===== src/rtl/encrypt_shift_engine.sv =====
// encrypt_shift_engine: two-stage Caesar-shift pipeline with a loadable key.
//
// Optional feature: define ENCRYPT_KEY_ROLL_EN to build the 8-slot rolling key.
// When it is defined, the slot index steps on every encrypted alphabetic character.
// When it is undefined, every character uses slot 0 and no index counter is built.
//
// Ports
//   clk_i                       clock, all state on the rising edge
//   rst_ni                      asynchronous active-low reset
//   en_i / in_ready_o           input handshake; a transfer is en_i && in_ready_o
//   data_in_i [7:0]             ASCII plaintext character
//   shift_en_i                  1 = encrypt alphabetic characters, 0 = pass through
//   key_load_i / key_in_i[23:0] load eight 3-bit shift amounts; slot k = key_in_i[3k+2:3k]
//   out_ready_i                 downstream accepts the output
//   en_out_o / data_out_o[7:0]  registered output valid and ciphertext character
//   is_alpha_upper_case_out_o   original character was 'A'..'Z'
//   is_alpha_low_case_out_o     original character was 'a'..'z'
// in_ready_o is combinational: it depends on key_load_i and on output backpressure.
module encrypt_shift_engine (
    input  logic        clk_i,
    input  logic        rst_ni,
    input  logic        en_i,
    output logic        in_ready_o,
    input  logic [7:0]  data_in_i,
    input  logic        shift_en_i,
    input  logic        key_load_i,
    input  logic [23:0] key_in_i,
    input  logic        out_ready_i,
    output logic        en_out_o,
    output logic [7:0]  data_out_o,
    output logic        is_alpha_upper_case_out_o,
    output logic        is_alpha_low_case_out_o
);

    localparam int unsigned DATA_W = 8;
    localparam int unsigned KEY_W  = 24;
    localparam int unsigned AMT_W  = 3;
    localparam int unsigned ROT_W  = 6;   // holds offset 0..25 plus amt 0..7
    localparam int unsigned ALPHA_N = 26;

    localparam logic [DATA_W-1:0] UPPER_LO = DATA_W'(65);
    localparam logic [DATA_W-1:0] UPPER_HI = DATA_W'(90);
    localparam logic [DATA_W-1:0] LOWER_LO = DATA_W'(97);
    localparam logic [DATA_W-1:0] LOWER_HI = DATA_W'(122);

    // Key schedule state
    logic [KEY_W-1:0]  key_q, key_d;
    logic [AMT_W-1:0]  amt_c;

    // Stage 1: classified character with its captured shift amount
    logic              s1_v_q, s1_v_d;
    logic [DATA_W-1:0] s1_char_q, s1_char_d;
    logic              s1_upper_q, s1_upper_d;
    logic              s1_lower_q, s1_lower_d;
    logic [AMT_W-1:0]  s1_amt_q, s1_amt_d;

    // Stage 2: registered outputs
    logic              s2_v_q, s2_v_d;
    logic [DATA_W-1:0] s2_data_q, s2_data_d;
    logic              s2_upper_q, s2_upper_d;
    logic              s2_lower_q, s2_lower_d;

    // Handshake and classification
    logic              s2_load_c;
    logic              s1_adv_c;
    logic              transfer_c;
    logic              in_upper_c;
    logic              in_lower_c;
    logic              in_alpha_c;
    logic              encrypt_c;

    // Rotation datapath on stage 1
    logic [DATA_W-1:0] base_c;
    logic [ROT_W-1:0]  off_c;
    logic [ROT_W-1:0]  sum_c;
    logic [ROT_W-1:0]  rot_c;
    logic [DATA_W-1:0] enc_c;

    // Flow control: S2 refills when empty or drained, S1 follows it.
    assign s2_load_c  = !s2_v_q || out_ready_i;
    assign s1_adv_c   = s1_v_q && s2_load_c;
    assign in_ready_o = rst_ni && !key_load_i && (!s1_v_q || s1_adv_c);
    assign transfer_c = en_i && in_ready_o;

    assign in_upper_c = (data_in_i >= UPPER_LO) && (data_in_i <= UPPER_HI);
    assign in_lower_c = (data_in_i >= LOWER_LO) && (data_in_i <= LOWER_HI);
    assign in_alpha_c = in_upper_c || in_lower_c;
    assign encrypt_c  = in_alpha_c && shift_en_i;

`ifdef ENCRYPT_KEY_ROLL_EN
    logic [2:0] idx_q, idx_d;
    logic [4:0] slot_lsb_c;

    assign slot_lsb_c = 5'(idx_q) * 5'd3;
    assign amt_c      = key_q[slot_lsb_c +: AMT_W];

    // Slot index: reset by a key load, steps only on encrypted characters, wraps 7 -> 0.
    always_comb begin
        idx_d = idx_q;
        if (key_load_i) begin
            idx_d = 3'd0;
        end else if (transfer_c && encrypt_c) begin
            idx_d = idx_q + 3'd1;
        end
    end

    always_ff @(posedge clk_i or negedge rst_ni) begin
        if (!rst_ni) begin
            idx_q <= 3'd0;
        end else begin
            idx_q <= idx_d;
        end
    end
`else
    logic key_hi_unused_c;

    // Fixed key: slot 0 only; the upper slots are stored but never selected.
    assign amt_c           = key_q[AMT_W-1:0];
    assign key_hi_unused_c = ^key_q[KEY_W-1:AMT_W];
`endif

    // Caesar rotate-up within the character's own case.
    always_comb begin
        base_c = s1_upper_q ? UPPER_LO : LOWER_LO;
        off_c  = ROT_W'(s1_char_q - base_c);
        sum_c  = off_c + ROT_W'(s1_amt_q);
        rot_c  = (sum_c >= ROT_W'(ALPHA_N)) ? (sum_c - ROT_W'(ALPHA_N)) : sum_c;
        enc_c  = (s1_upper_q || s1_lower_q) ? (base_c + DATA_W'(rot_c)) : s1_char_q;
    end

    // Next-state for key, stage 1 and stage 2.
    always_comb begin
        key_d      = key_q;
        s1_v_d     = s1_v_q;
        s1_char_d  = s1_char_q;
        s1_upper_d = s1_upper_q;
        s1_lower_d = s1_lower_q;
        s1_amt_d   = s1_amt_q;
        s2_v_d     = s2_v_q;
        s2_data_d  = s2_data_q;
        s2_upper_d = s2_upper_q;
        s2_lower_d = s2_lower_q;

        if (key_load_i) begin
            key_d = key_in_i;
        end

        // Pass-through characters carry amt 0 so the rotation leaves them unchanged.
        if (transfer_c) begin
            s1_v_d     = 1'b1;
            s1_char_d  = data_in_i;
            s1_upper_d = in_upper_c;
            s1_lower_d = in_lower_c;
            s1_amt_d   = encrypt_c ? amt_c : AMT_W'(0);
        end else if (s1_adv_c) begin
            s1_v_d = 1'b0;
        end

        // Outputs are zeroed when S2 empties so idle cycles show a clean bus.
        if (s2_load_c) begin
            s2_v_d     = s1_v_q;
            s2_data_d  = s1_v_q ? enc_c : DATA_W'(0);
            s2_upper_d = s1_v_q && s1_upper_q;
            s2_lower_d = s1_v_q && s1_lower_q;
        end
    end

    always_ff @(posedge clk_i or negedge rst_ni) begin
        if (!rst_ni) begin
            key_q      <= '0;
            s1_v_q     <= 1'b0;
            s1_char_q  <= '0;
            s1_upper_q <= 1'b0;
            s1_lower_q <= 1'b0;
            s1_amt_q   <= '0;
            s2_v_q     <= 1'b0;
            s2_data_q  <= '0;
            s2_upper_q <= 1'b0;
            s2_lower_q <= 1'b0;
        end else begin
            key_q      <= key_d;
            s1_v_q     <= s1_v_d;
            s1_char_q  <= s1_char_d;
            s1_upper_q <= s1_upper_d;
            s1_lower_q <= s1_lower_d;
            s1_amt_q   <= s1_amt_d;
            s2_v_q     <= s2_v_d;
            s2_data_q  <= s2_data_d;
            s2_upper_q <= s2_upper_d;
            s2_lower_q <= s2_lower_d;
        end
    end

    assign en_out_o                  = s2_v_q;
    assign data_out_o                = s2_data_q;
    assign is_alpha_upper_case_out_o = s2_upper_q;
    assign is_alpha_low_case_out_o   = s2_lower_q;

endmodule


===== config.mk =====
export PLATFORM = sky130hd
export DESIGN_NAME = encrypt_shift_engine
export DESIGN_NICKNAME = d
export VERILOG_FILES = /design/src/rtl/encrypt_shift_engine.sv
export SDC_FILE = /design/constraint.sdc
export NUM_CORES = 1
export LEC_CHECK = 0
export CORE_MARGIN = 4
export CORE_UTILIZATION = 52
export DETAILED_ROUTE_END_ITERATION = 8
export PLACE_DENSITY = 0.86
export SETUP_SLACK_MARGIN = 0.5
export SLEW_MARGIN = 20
export SYNTH_ARGS = -nofsm -noshare
export SYNTH_HDL_FRONTEND = slang
export SYNTH_SLANG_ARGS = --single-unit

===== constraint.sdc =====
create_clock -name clk_i -period 4.85 [get_ports clk_i]
set_input_delay 0.7275 -clock clk_i [delete_from_list [all_inputs] [get_ports clk_i]]
set_output_delay 0.7275 -clock clk_i [all_outputs]
set_load 0.1 [all_outputs]

* Yosys cells after proc, flatten, opt, wreduce, memory -nomap -nowiden
Index checks and enable logic that the tools add are counted.
** Storage, ports and cells
- Flip-flop bits (word level) :: 28
** Cells by class
- $lt $le $gt $ge :: 5
- Reduce and logical (&&, ||, !) cells :: 17
- Add/sub/neg operators :: 4
- Mux-type cells :: 7
** Operators by type and width (count)
- greater-or-equal comparator 8 x 7 -> 1 bit (second input constant) :: 2
- less-or-equal comparator 8 x 7 -> 1 bit (second input constant) :: 2
- two-way mux 8 bit :: 2
- two-way mux 6 bit :: 2
- logical AND 1 bit :: 9
- adder 7 x 6 -> 8 bit :: 1
- adder 6 x 3 -> 6 bit :: 1
- greater-or-equal comparator 6 x 5 -> 1 bit (second input constant) :: 1
- subtractor 6 x 5 -> 6 bit (second input constant) :: 1
- subtractor 6 bit :: 1
- logical OR 1 bit :: 4
- zero test 1 bit :: 3
- two-way mux 3 bit :: 1
- two-way mux 1 bit :: 2
- nonzero test 2 bit :: 1

* Logic depth before layout (Yosys ltp)
- Depth in word-level cells :: 8
- Gate-level depth with buffers :: 16

* Worst setup path before layout
No wires, ideal clock.
- Path type :: flip-flop to flip-flop
- Start :: register s1_char_q[1]
- End :: register s2_data_q[5] (netlist: data_out_o[5])
- Data required time :: 4.749 ns
- Arrival time :: 2.710 ns
- Buffers on the path :: 0
- Path slack :: 2.039 ns
- Stages on the path, launching flop included :: 12
- Cells stage by stage :: dfrtp_1 inv_1 ha_1 inv_1 fa_1 a211o_1 a21o_1 and2_4 a211oi_4 mux2_4 a211o_2 o311ai_2
** Between the ends
- Cells in the longest elaborated chain, start to end :: 7
- Elaborated cells on any way between the ends :: 8
- Those cells by class :: add/sub: 4; order compare: 1; mux: 3
** RTL lines
- start, declared :: line 52 : logic [DATA_W-1:0] s1_char_q, s1_char_d;
- start signal, assigned :: line 183 : s1_char_q <= s1_char_d;
- subtractor 6 bit * :: line 125 : off_c = ROT_W'(s1_char_q - base_c);
- adder 6 x 3 -> 6 bit * :: line 126 : sum_c = off_c + ROT_W'(s1_amt_q);
- subtractor 6 x 5 -> 6 bit / greater-or-equal comparator 6 x 5 -> 1 bit (equally long branches) :: line 127 : rot_c = (sum_c >= ROT_W'(ALPHA_N)) ? (sum_c - ROT_W'(ALPHA_N)) : sum_c;
- two-way mux 6 bit * :: line 127
- adder 7 x 6 -> 8 bit * :: line 128 : enc_c = (s1_upper_q || s1_lower_q) ? (base_c + DATA_W'(rot_c)) : s1_char_q;
- two-way mux 8 bit * :: line 128
- two-way mux 8 bit * :: line 162 : s2_data_d = s1_v_q ? enc_c : DATA_W'(0);
- end signal, assigned :: line 188 : s2_data_q <= s2_data_d;
- end, declared :: line 59 : logic [DATA_W-1:0] s2_data_q, s2_data_d;
Every way passes the cells marked *; elsewhere a longest branch is shown, timed or not.
A chain may end at the register's enable or synchronous reset.

* Worst setup path in the final report
Same ends and word-level chain as after synthesis.

==> metrics.cfg <==
[critical_path]
crit-reg2reg-capture=data_out_o[5]
criticalPathCategory=reg -> reg
startpoint_type=flop
rr_startpoint=s1_char_q[1]
crit_chain=inv_1 -> ha_1 -> inv_1 -> ha_1 -> a211oi_2 -> o21ai_1 -> a21bo_2 -> and2_4 -> nor3_1 -> a21oi_1 -> nor3_1 -> ha_1 -> inv_1 -> a211o_2 -> o311ai_2
worst-path-max-fanout=5
timing.critical_path.slowest_stage_cell=sky130_fd_sc_hd__dfrtp_1
critical_path_buf_inv_count=3
critPathMaxStageDelay_ns=0.42
worstRegToRegCells=15
reg2reg_setup_slack_ns=1.63
setup.worst_path.end_class=flop
cp.required_ns=5.05
worst-endpoint-arrival_ns=3.42
worst_path_dominant_cell_family=compound AO/OA/AOI/OAI gates

[cells_and_area]
layout-drive-gt1-share=0.1884
multiInputGateArea_um2=1031
areaGrowthSynthToFinish_pct=20.53
leading_cell_types_in_the_layout_fill_and_taps_excluded=sky130_fd_sc_hd__dfrtp_1 (28), sky130_fd_sc_hd__clkdlybuf4s50_1 (27), sky130_fd_sc_hd__inv_1 (16)
finalNetCount=257
area.sequential_um2=700.7
antennaDiodeCount=0
fillers=285
layout.cells.most_common=sky130_fd_sc_hd__dfrtp_1

[logic_synthesis]
synth_cell_types=57
yosys.area_share.simple=0.1735
ys.warnings.count=0
synth.cell_area_um2=1810
synthAdderAreaFrac=0.08017
synth_flop_cell=sky130_fd_sc_hd__dfrtp_1
share_of_flip_flops_with_an_asynchronous_set_or_reset_after_synthesis=1.000
postSynthAreaPerCell_um2=10.35
fraction_of_the_mapped_netlist_area_in_compound_gates=0.1990
synth_sequential_area_ratio=0.3870
synth_xor_xnor_area_share=0.02903
yosys-mux-area-fraction=0.08777
mappedNetlistNets=224
yosys-top-cells-area=sky130_fd_sc_hd__dfrtp_1 (39%), sky130_fd_sc_hd__ha_1 (6.9%), sky130_fd_sc_hd__mux2_2 (6.8%)
synth_top_family_by_area=compound AO/OA/AOI/OAI gates
number_of_synthesized_register_bits=28
library_cell_occupying_the_most_area_in_the_post_synthesis_netlist=sky130_fd_sc_hd__dfrtp_1
syn-instance-count=175
netlist.area_leader.share=0.3870
synth_enable_flop_cells=0

[clock_tree]
cts_tree=done
clockRootBuffer=sky130_fd_sc_hd__clkbuf_4
ctsLongestPathBuffers=2
worstSkewPairLatency_ns=0.31
clk_transition_reported_paths_ns=0.14
htreeDepth=1
tritoncts.num_buffers=3
post-cts-setup-buffers=0
postCtsHoldBufs=0
clock_sinks=28
ctsResizeCount=0

[hold_path]
hp-class=reg -> reg
min_delay_worst_endpoint=data_out_o[0]
hold_start=data_out_o[0]
timing.hold.worst_path_depth=2

[placement]
place_congestion=0.8550
dp.final_hpwl_mm=2.958
portBuffers=28

[route]
routed_wirelength_mm=3.584
antenna_left=0
detailedRoute.firstPassIterationCount=4
wire_per_inst_um=14.17
drt_iter0_markers=42
per_cell_via_count_in_the_routed_design=5.593
num_vias=1415
drc=0

[global_route]
gr-usage-all-layers=0.1758
grt_antenna_before_repair=0
grt_pass1_vias=1401
global_route_wire_length_before_repair_mm=6.092
grt.overflow.total=0
grt_start_max_net_pins=24

[power_and_ir_drop]
p_leak_nw=0.9775
power-per-cell-area_nw_per_um2=489.1
ir_drop_v=0.0002079
design_internal_power_mw=0.5934
power_frac_comb=0.635
p_switching_mw=0.4739
p_clk_frac=0.101
power_switching_share=0.4440
seq_power_share=0.265

[sta]
final.setup_skew_ns=0.005057
setup_total_negative_slack_ns=0
final_min_period_over_clock_period=0.6645
final.hold.worst_slack_ns=0.4931
final.min_clock_period_ns=3.223
setup_repair_after_global_routing_missed_its_margin=no
finalSetupViolCount=0
worst-slew-pin-transition_ns=0.9898
max_clock_freq_ghz=0.3103
hold_viol_final=0
final-max-slew-violation-count=0
worst_slew_margin_rel=0.3381

[floorplanning]
fp.dieH_um=67.01
die-area_um2=4490
fp.coreArea_um2=3337
starting_density=0.5426
boundaryPins=50
fp.dieW_um=67.01
rows=21

[run_status]
status=complete, no violations

[flow_run]
max_cap_violations=0

[area by class of cell]
| class | instances | area share |
|---|---|---|
| multi-input cells | 128 | 0.4725 |
| inverters | 17 | 0.02924 |
| well taps | 46 | 0.02638 |
| repair buffers | 30 | 0.1342 |
| clock buffers | 4 | 0.01663 |
| flip-flops and latches | 28 | 0.3211 |
[metal layers]
metal  GRT usage  share of wire  vias to the layer above
met5           0              0                        -
met4     0.05823          0.025                        0
met3     0.03373          0.028                        8
met2      0.3055           0.49                       29
met1      0.2154           0.46                      675
li1            -              -                      703
[through the flow]
stage | power [mW] | instance area (um2) | setup slack (ns) | instances | utilization
finish | 1.067 | 2182 | 1.627 | 253 | 0.6539
global route | 1.151 | 2182 | 1.345 | 253 | 0.6539
CTS | 1.073 | 2182 | 1.615 | 253 | 0.6539
detailed placement | 0.9636 | 2146 | 1.661 | 249 | 0.6430
global placement | 0.9472 | 2146 | 1.713 | 249 | 0.6430
floorplan | 0.8402 | 1810 | 2.039 | 175 | -
[synth_stat cells (2+ instances only)]
cell type,count
sky130_fd_sc_hd__dfrtp_1,28
sky130_fd_sc_hd__inv_1,16
sky130_fd_sc_hd__mux2_2,11
sky130_fd_sc_hd__nor2_1,11
sky130_fd_sc_hd__ha_1,10
sky130_fd_sc_hd__nand2_1,10
sky130_fd_sc_hd__o21ai_0,7
sky130_fd_sc_hd__a21oi_1,5
sky130_fd_sc_hd__a22oi_1,5
sky130_fd_sc_hd__nor3_1,5
sky130_fd_sc_hd__xnor2_1,5
sky130_fd_sc_hd__a22o_1,4
sky130_fd_sc_hd__a31oi_1,3
sky130_fd_sc_hd__o21ai_1,3
sky130_fd_sc_hd__or2_1,3
sky130_fd_sc_hd__a21o_1,2
sky130_fd_sc_hd__and2_1,2
sky130_fd_sc_hd__and2_4,2
sky130_fd_sc_hd__and3_1,2
sky130_fd_sc_hd__mux2i_1,2
sky130_fd_sc_hd__nand4_1,2
sky130_fd_sc_hd__or2_2,2
[worst reg2reg max path, delay by kind of cell (launching register included)]
family          cells  cell delay, ns
compound gates      6            1.00
simple gates        3            0.57
flops               1            0.42
fa+ha+maj           3            0.86
buf+inv             3            0.27
[registers in the layout (all words and copies together), names as in the netlist]
name,flops
data_out_o,8
s1_lower_q,1
key_q,3
is_alpha_low_case_out_o,1
s1_char_q,8
s1_v_q,1
en_out_o,1
is_alpha_upper_case_out_o,1
s1_upper_q,1
s1_amt_q,3
[power groups by stage]
stage               registers [mW]  logic (mW)  clock network, mW
global route                 0.286       0.744              0.121
CTS                          0.282       0.680              0.111
finish                       0.282       0.677              0.108
detailed placement           0.287       0.677                  0
global placement             0.286       0.662                  0
floorplan                    0.339       0.501                  0
[cells by family (layout without fill, tap and decap cells)]
kind of cell               after synthesis  count (layout)
AOI/OAI and AO/OA                       43              43
DFF                                     28              28
buffers and inverters                   19              51
and+or+nand+nor                         54              54
muxes                                   14              14
xor gates and xnor gates                 6               6
adders and majority gates               11              11
[worst max-delay path by stage]
| stage | from | end | slack [ns] | cells after the start |
|---|---|---|---|---|
| 2_1_floorplan | s1_char_q[1] | data_out_o[5] | 2.04 | 11 |
| 3_3_place_gp | s1_char_q[1] | data_out_o[5] | 1.71 | 15 |
| 3_5_place_dp | s1_char_q[1] | data_out_o[5] | 1.66 | 15 |
| 4_1_cts | s1_char_q[1] | data_out_o[5] | 1.62 | 15 |
| 5_1_grt | s1_char_q[1] | data_out_o[7] | 1.34 | 16 |
| 6_report | s1_char_q[1] | data_out_o[5] | 1.63 | 15 |
Note: power is estimated with default switching activity, not from simulation.
